<file path="config.mk">
export PLATFORM = sky130hd
export DESIGN_NAME = key_event_ctrl
export DESIGN_NICKNAME = d
export VERILOG_FILES = /design/src/rtl/key_event_ctrl.sv
export SDC_FILE = /design/constraint.sdc
export NUM_CORES = 1
export LEC_CHECK = 0
export BUFFER_PORTS_ARGS = -buffer_cell sky130_fd_sc_hd__buf_2
export CORE_MARGIN = 5
export CORE_UTILIZATION = 62
export CTS_BUF_LIST = sky130_fd_sc_hd__clkbuf_4
export CTS_CLUSTER_DIAMETER = 100
export DETAILED_ROUTE_END_ITERATION = 6
export PLACE_DENSITY_LB_ADDON = 0.2
export SLEW_MARGIN = 15
export SYNTH_ARGS = -nofsm -noshare
export SYNTH_HDL_FRONTEND = slang
export SYNTH_SLANG_ARGS = --single-unit
</file>
<file path="constraint.sdc">
create_clock -name clk -period 3.1 [get_ports clk]
set_input_delay 0.93 -clock clk [delete_from_list [all_inputs] [get_ports clk]]
set_output_delay 0.93 -clock clk [all_outputs]
set_load 0.005 [all_outputs]
</file>
<file path="src/rtl/key_event_ctrl.sv">
// rtl/key_event_ctrl.sv - key gesture classifier (SINGLE/DOUBLE/LONG/REPEAT) with one-entry event buffer
//
// Sits behind the debounce filter. Turns debounced press/release edges into
// gesture events and hands them to the consumer through a one-entry
// valid/ready buffer.
//
// Ports:
//   clk        system clock
//   rst        synchronous active-high reset
//   en         classifier enable; low holds the sequencer in IDLE
//   key_flag   one-cycle pulse on each debounced edge
//   key_state  debounced key level (0 = pressed)
//   evt_valid  buffer holds an event
//   evt_code   0 SINGLE, 1 DOUBLE, 2 LONG, 3 REPEAT
//   evt_ready  consumer accepts the buffered event this cycle
//   evt_ovf    one-cycle pulse when a new event was dropped on a full buffer

module key_event_ctrl #(
    parameter int unsigned LONG_CYC   = 50_000_000,
    parameter int unsigned REPEAT_CYC = 10_000_000,
    parameter int unsigned DCLICK_CYC = 15_000_000,
    parameter int unsigned CNT_W      = 26
) (
    input  logic       clk,
    input  logic       rst,
    input  logic       en,
    input  logic       key_flag,
    input  logic       key_state,
    output logic       evt_valid,
    output logic [1:0] evt_code,
    input  logic       evt_ready,
    output logic       evt_ovf
);

    localparam logic [1:0] EV_SINGLE = 2'd0;
    localparam logic [1:0] EV_DOUBLE = 2'd1;
    localparam logic [1:0] EV_LONG   = 2'd2;
    localparam logic [1:0] EV_REPEAT = 2'd3;

    localparam logic [CNT_W-1:0] LONG_LIM   = CNT_W'(LONG_CYC - 1);
    localparam logic [CNT_W-1:0] REPEAT_LIM = CNT_W'(REPEAT_CYC - 1);
    localparam logic [CNT_W-1:0] DCLICK_LIM = CNT_W'(DCLICK_CYC - 1);

    typedef enum logic [2:0] {
        S_IDLE,
        S_PRESS1,
        S_WAIT2,
        S_PRESS2,
        S_LONGH
    } state_t;

    state_t           state_q, state_d;
    logic [CNT_W-1:0] cnt_q, cnt_d;
    logic             valid_q, valid_d;
    logic [1:0]       code_q, code_d;
    logic             ovf_q, ovf_d;

    logic       press, release_evt;
    logic       emit;
    logic [1:0] emit_code;
    logic       load;

    assign press       = key_flag & ~key_state;
    assign release_evt = key_flag &  key_state;

    always_comb begin
        state_d   = state_q;
        cnt_d     = cnt_q;
        emit      = 1'b0;
        emit_code = EV_SINGLE;

        case (state_q)
            S_IDLE: begin
                if (press) state_d = S_PRESS1;
            end
            S_PRESS1: begin
                cnt_d = cnt_q + 1'b1;
                // Release is checked first so a release on the limit cycle is a click, not LONG.
                if (release_evt) begin
                    state_d = S_WAIT2;
                end else if (cnt_q == LONG_LIM) begin
                    emit      = 1'b1;
                    emit_code = EV_LONG;
                    state_d   = S_LONGH;
                end
            end
            S_WAIT2: begin
                cnt_d = cnt_q + 1'b1;
                // A second press on the timeout cycle still counts as a double click.
                if (press) begin
                    state_d = S_PRESS2;
                end else if (cnt_q == DCLICK_LIM) begin
                    emit      = 1'b1;
                    emit_code = EV_SINGLE;
                    state_d   = S_IDLE;
                end
            end
            S_PRESS2: begin
                if (release_evt) begin
                    emit      = 1'b1;
                    emit_code = EV_DOUBLE;
                    state_d   = S_IDLE;
                end
            end
            S_LONGH: begin
                cnt_d = cnt_q + 1'b1;
                if (release_evt) begin
                    state_d = S_IDLE;
                end else if (cnt_q == REPEAT_LIM) begin
                    emit      = 1'b1;
                    emit_code = EV_REPEAT;
                    cnt_d     = '0;
                end
            end
            default: state_d = S_IDLE;
        endcase

        if (state_d != state_q) cnt_d = '0;

        if (!en) begin
            state_d = S_IDLE;
            cnt_d   = '0;
            emit    = 1'b0;
        end
    end

    // A slot being drained this cycle can take the new event without a bubble.
    assign load = emit & (~valid_q | evt_ready);

    always_comb begin
        valid_d = valid_q;
        code_d  = code_q;
        ovf_d   = emit & valid_q & ~evt_ready;
        if (load) begin
            valid_d = 1'b1;
            code_d  = emit_code;
        end else if (valid_q & evt_ready) begin
            valid_d = 1'b0;
        end
    end

    always_ff @(posedge clk) begin
        if (rst) begin
            state_q <= S_IDLE;
            cnt_q   <= '0;
            valid_q <= 1'b0;
            code_q  <= 2'd0;
            ovf_q   <= 1'b0;
        end else begin
            state_q <= state_d;
            cnt_q   <= cnt_d;
            valid_q <= valid_d;
            code_q  <= code_d;
            ovf_q   <= ovf_d;
        end
    end

    assign evt_valid = valid_q;
    assign evt_code  = code_q;
    assign evt_ovf   = ovf_q;

endmodule

</file>
==> summary.txt, run 1 <==
GRT Overall Usage: 20.03%
Worst EP arrival: 2.65 ns
clock net sink count: 33
Worst-Margin Slew: 0.5080 ns
Slowest cell on crit path: or4_1
Nets: 225
Comb power frac: 3.2%
DP Wirelength: 2757 um
mapped cell area: 1738 um^2
first-pass GRT wire length: 6334 um
Crit Path Category: in -> reg
WL met3: 175 um
num ports: 10
commonest non-fill, non-tap cells in the layout: nor2_1 (35), dfxtp_1 (33), xor2_1 (21), nand2_1 (19), nand3_1 (18)
PwrDens: 413.4 nW/um^2
Root Buffer: clkbuf_4
Post-CTS Setup Repair Bufs: 0
drt drc: 0
detailed-router iteration count before antenna repair: 4
Yosys warning count: 0
routed via count: 1490
post-route antenna net violation count: 0
Slew Viols, Final: 0
syn nets: 214
Net Sw Power: 165.1 uW
Critical Path Start Type: primary input
Sw Share: 21.33%
M1 wire length: 1613 um
unrepaired setup endpoints after global routing: false
Worst Setup End Kind: flip-flop
clock buffer depth: 2
clk slew on worst S/H paths: 0.10 ns
IO Port Bufs: 9
Final setup viols: 0
internal power: 609.1 uW
largest net degree at the start of global routing: 23
Final WS setup: 0.6664 ns
met2 wire len: 1861 um
grt ovf: 0
Worst-Skew Late Latency: 0.34 ns
Clock Skew: 0.01317 ns
CTS tree: built
share of layout cells above drive strength 1: 13.70%
Placeable Area: 2710 um^2
DP Worst Slack: 0.3175 ns
Post-synth EDFFs: 0
final period utilization: 78.50%
relative slew slack: 65.95%
max-capacitance violation count: 0
H-tree level count: 2
Synth Area per Inst: 8.396 um^2
post-synthesis cell type count: 46
slowest stage delay, CP: 0.47 ns
setup_tns: 0 ns
initial core utilization: 64.13%
die width: 62.95 um
Lkg Pwr: 0.0006413 uW
worst hold-check path type: reg -> reg
family with the most delay on the worst path: simple AND/OR/NAND/NOR gates
WL/cell: 14.91 um
initial antenna violation count: 0
prevailing post-synth register cell: dfxtp_1
Syn Inst Count: 207
DIE AREA: 3962 um^2
Critical Path Fanout Max: 22
Cell Chain, Critical Path: buf_2 -> nor2b_1 -> or4_1 -> o31ai_1 -> o22ai_1 -> nand3_2 -> nor2_1
vias in the first global route: 1431
Post-CTS Resized: 0
die height: 62.95 um
Final Wtd Congestion: 0.9108
synthesized flop and latch total: 33
area grow syn2layout: 7.776%
CTS buffer count: 5
maximum VDD drop: 518.0 uV
most common cell after layout, fill and taps aside: nor2_1
FP Rows: 19
post-DR vias/cell: 5.960
required time worst endpoint: 3.31 ns
status: complete, no violations
cts hold-fix bufs: 0
sequential cell fraction of total power: 55.1%
post-synthesis async set-or-reset flop share: 0%
sequential-to-total area share from yosys stat: 38.01%
max layer used: met4
Tmin final: 2.434 ns
routed wire length: 3727 um
DR iter-0 viols: 102
Max Freq: 0.4109 GHz
Clock power frac: 41.6%
crit path buf inv count: 1
Inserted Diodes: 0
final hold violations: 0
==> area by class of cell <==
type	count	area, um^2
flip-flops and latches	33	660.6
clock buffers	6	45.04
multi-input cells	167	1042
clock inverters	2	33.78
fillers	233	837.1
inverters	2	7.507
repair buffers	9	45.04
well taps	31	38.79
==> sequential cells by signal, summed over array words and instances, names as in the netlist <==
register   count
cnt_q         26
state_q        3
evt_code       2
evt_ovf        1
evt_valid      1
==> logic make-up (layout without fill, tap and decap cells) <==
family                     after synthesis  in the layout  share of synthesized area, %
DFF                                     33             33                         38.01
muxes                                    2              2                         1.224
and+or+nand+nor                        117            117                         37.08
AOI/OAI and AO/OA                       22             22                         8.352
xor gates and xnor gates                25             25                         12.60
adders and majority gates                1              1                        0.7198
buffers and inverters                    7             19                         2.015
==> per-layer routing <==
| metal | global-route usage [%] | vias up |
|---|---|---|
| met5 | 0 | - |
| met4 | 10.61 | 0 |
| met3 | 5.036 | 10 |
| met2 | 34.10 | 27 |
| met1 | 22.63 | 711 |
| li1 | - | 742 |
==> synthesized netlist by cell type, types with 2 or more instances <==
cell,instances,area (um^2)
o21ai_0,4,20.02
xnor2_1,4,35.03
and3_1,7,43.79
nand4_1,7,43.79
nor2b_1,2,12.51
or4_4,2,22.52
nand2_1,19,71.32
or2_0,2,12.51
nand2b_1,3,18.77
a21oi_1,7,35.03
nor3_1,5,25.02
and2_1,3,18.77
buf_4,2,15.01
nand3_1,18,90.09
dfxtp_1,33,660.6
inv_1,2,7.510
nor3_2,3,30.03
xor2_1,21,183.9
nor2_1,35,131.4
o21a_1,2,15.01
==> power groups by stage <==
stage | registers (uW) | clock network, uW | logic [uW]
finish | 427 | 322 | 25.0
global route | 427 | 346 | 28.5
CTS | 427 | 327 | 24.9
detailed placement | 437 | 0 | 24.7
global placement | 437 | 0 | 23.3
floorplan | 435 | 0 | 18.4
==> stage by stage <==
stage	cells	power (uW)	cell area [um^2]	hold WS [ns]	util, %
4_1_cts	250	778.6	1873	0.4879	69.11
3_3_place_gp	242	459.8	1794	0.4567	66.21
2_1_floorplan	207	453.5	1738	0.4440	-
6_report	250	774.3	1873	0.4805	69.11
3_5_place_dp	242	461.4	1794	0.4742	66.21
5_1_grt	250	802.0	1873	0.5403	69.11
==> worst reg2reg max path, cell delays in order (launching register included) <==
cell	delay (ns)
dfxtp_1	0.59
nand3_1	0.13
or4_4	0.44
nor4_4	0.39
o22ai_1	0.17
nand3_2	0.36
nor2_1	0.11
==> final timing paths <==
kind / startpoint / to / slack [ns] / cells after the start
worst max-delay path: key_flag / cnt_q[10]$_SDFFE_PP0P_ / 0.67 / 7
worst min-delay path: evt_code[1]$_SDFFE_PP0P_ / evt_code[1]$_SDFFE_PP0P_ / 0.48 / 2
worst max register to register: state_q[0]$_SDFF_PP0_ / cnt_q[10]$_SDFFE_PP0P_ / 0.80 / 6
worst min register to register: evt_code[1]$_SDFFE_PP0P_ / evt_code[1]$_SDFFE_PP0P_ / 0.48 / 2
No activity file was read; power rests on OpenSTA's default activity.
==> run 2, diff against run 1 <==
- clock period: 3.1 -> 2.27 ns (I/O delays scaled with it)
==> run 2 against run 1 <==
- sequential share of layout area fell by 1.4 points
- highest routed layer unchanged
- global-route usage rose by 0.81 points
- cell count rose by 4.8%
- register-to-register slack got worse by 0.70 ns
==> summary.txt, run 2 (same netlist as run 1, synthesis figures left out) <==
WL/cell: 14.74 um
share of layout cells above drive strength 1: 19.05%
placed insts: 254
Max Freq: 0.4612 GHz
initial core utilization: 64.13%
Clock Skew: 0.007276 ns
worst hold-check path type: reg -> reg
Final Wtd Congestion: 0.9353
max FFs per register: 26
Worst Setup End Kind: flip-flop
Reg-to-Reg End: evt_code[0]$_SDFFE_PP0P_
relative slew slack: 73.03%
Root Buffer: clkbuf_4
status: complete, no violations
Critical Path Fanout Max: 4
Worst-Margin Slew: 0.4003 ns
unrepaired setup endpoints after global routing: false
DIE AREA: 3962 um^2
Lkg Pwr: 0.0006970 uW
grt ovf: 0
Worst R2R Start: cnt_q[0]$_SDFFE_PP0P_
Critical Path Start Type: flip-flop
Post-CTS Setup Repair Bufs: 0
Final setup viols: 0
Placeable Area: 2710 um^2
post-DR vias/cell: 5.828
largest net degree at the start of global routing: 19
final period utilization: 95.52%
largest reg by FF count: cnt_q
worst min-delay path endpoint: evt_code[1]$_SDFFE_PP0P_
post-route non-filler standard cell count: 262
setup_tns: 0 ns
Hold Crit Depth: 2
max-capacitance violation count: 0
num ports: 10
drt drc: 0
slowest stage delay, CP: 0.54 ns
clock buffer depth: 2
total power: 961.7 uW
clk slew on worst S/H paths: 0.11 ns
final hold violations: 0
detailed-router iteration count before antenna repair: 4
first-pass GRT wire length: 6630 um
area grow syn2layout: 12.38%
worst reg2reg setup slack: 0.10 ns
routed via count: 1527
Worst Hold Launch: evt_code[1]$_SDFFE_PP0P_
Inserted Diodes: 0
commonest non-fill, non-tap cells in the layout: nor2_1 (35), dfxtp_1 (32), xor2_1 (21), nand2_1 (19), nand3_1 (18)
required time worst endpoint: 2.52 ns
FP Rows: 19
cts hold-fix bufs: 0
IO Port Bufs: 9
most common cell after layout, fill and taps aside: nor2_1
Worst R2R Path Depth: 7
CTS buffer count: 5
PwrDens: 492.4 nW/um^2
post-route antenna net violation count: 0
CTS tree: built
H-tree level count: 2
Crit Path Category: reg -> reg
Slowest cell on crit path: or4_4
DP Wirelength: 2919 um
GRT Overall Usage: 20.84%
initial antenna violation count: 0
die height: 62.95 um
maximum VDD drop: 516.1 uV
Cell Chain, Critical Path: ha_1 -> and3_1 -> nand2_2 -> or4_4 -> a21boi_2 -> a21oi_2 -> mux2_1
routed wire length: 3862 um
Slew Viols, Final: 0
clock net sink count: 33
Tmin final: 2.168 ns
die width: 62.95 um
DR iter-0 viols: 139
vias in the first global route: 1502
Worst EP arrival: 2.41 ns
Nets: 237
Worst-Skew Late Latency: 0.35 ns
[run 2: changes by cell type in the layout (fill, tap and decap cells not counted), sizes merged]
cell and change:
buf +12, bufinv -1, clkinv +1
[run 2: area by class of cell]
class | count | area [um^2]
repair buffers | 21 | 147.6
flip-flops and latches | 33 | 661.9
inverters | 2 | 7.507
fillers | 218 | 757.0
multi-input cells | 167 | 1042
clock inverters | 2 | 10.01
well taps | 31 | 38.79
clock buffers | 6 | 45.04
[run 2: critical path, delay by kind of cell, from the launching register on]
family	cells	cell delay (ns)
and+or+nand+nor	3	0.84
adders and majority gates	1	0.19
DFF	1	0.39
muxes	1	0.32
AOI/OAI and AO/OA	2	0.34
[run 2: worst max path at each step]
stage	startpoint	endpoint	slack (ns)
after CTS	cnt_q[13]$_SDFFE_PP0P_	evt_code[0]$_SDFFE_PP0P_	0.10
final	cnt_q[0]$_SDFFE_PP0P_	evt_code[0]$_SDFFE_PP0P_	0.10
after detailed placement	key_flag	evt_code[0]$_SDFFE_PP0P_	-0.12
after global routing	cnt_q[14]$_SDFFE_PP0P_	evt_valid$_SDFFE_PP0P_	0.009
after floorplan	key_flag	evt_code[0]$_SDFFE_PP0P_	0.01
after global placement	key_flag	evt_code[0]$_SDFFE_PP0P_	-0.09
[run 2: power breakdown]
part / total, uW / internal [uW] / leakage (uW) / switching (uW)
Clock: 336 / 130 / 0.0000354 / 206
Sequential: 582 / 580 / 0.000266 / 2.18
Combinational: 44.1 / 18.3 / 0.000395 / 25.8
[run 2: what timing repair did]
action	4_1_cts	5_1_grt
hold endpoints to repair	0	0
resized for setup	0	1
setup endpoints to repair	0	1
[run 2: layer usage]
metal	GRT usage (%)	share of wire (%)	vias up	wire length [um]
met5	0	0	-	0
met4	8.488	1.3	0	52
met3	6.295	4.1	6	158
met2	35.00	50	30	1929
met1	24.34	45	727	1721
li1	-	-	764	-
[run 2: through the flow]
stage | setup WS (ns) | utilization [%] | area, um^2 | hold slack, ns
after floorplan | 0.01206 | - | 1738 | 0.4440
after global placement | -0.08746 | 69.99 | 1897 | 0.4563
after detailed placement | -0.1201 | 69.99 | 1897 | 0.4657
after CTS | 0.1044 | 72.02 | 1952 | 0.4815
after global routing | 0.008503 | 72.07 | 1953 | 0.5138
final | 0.1018 | 72.07 | 1953 | 0.4813
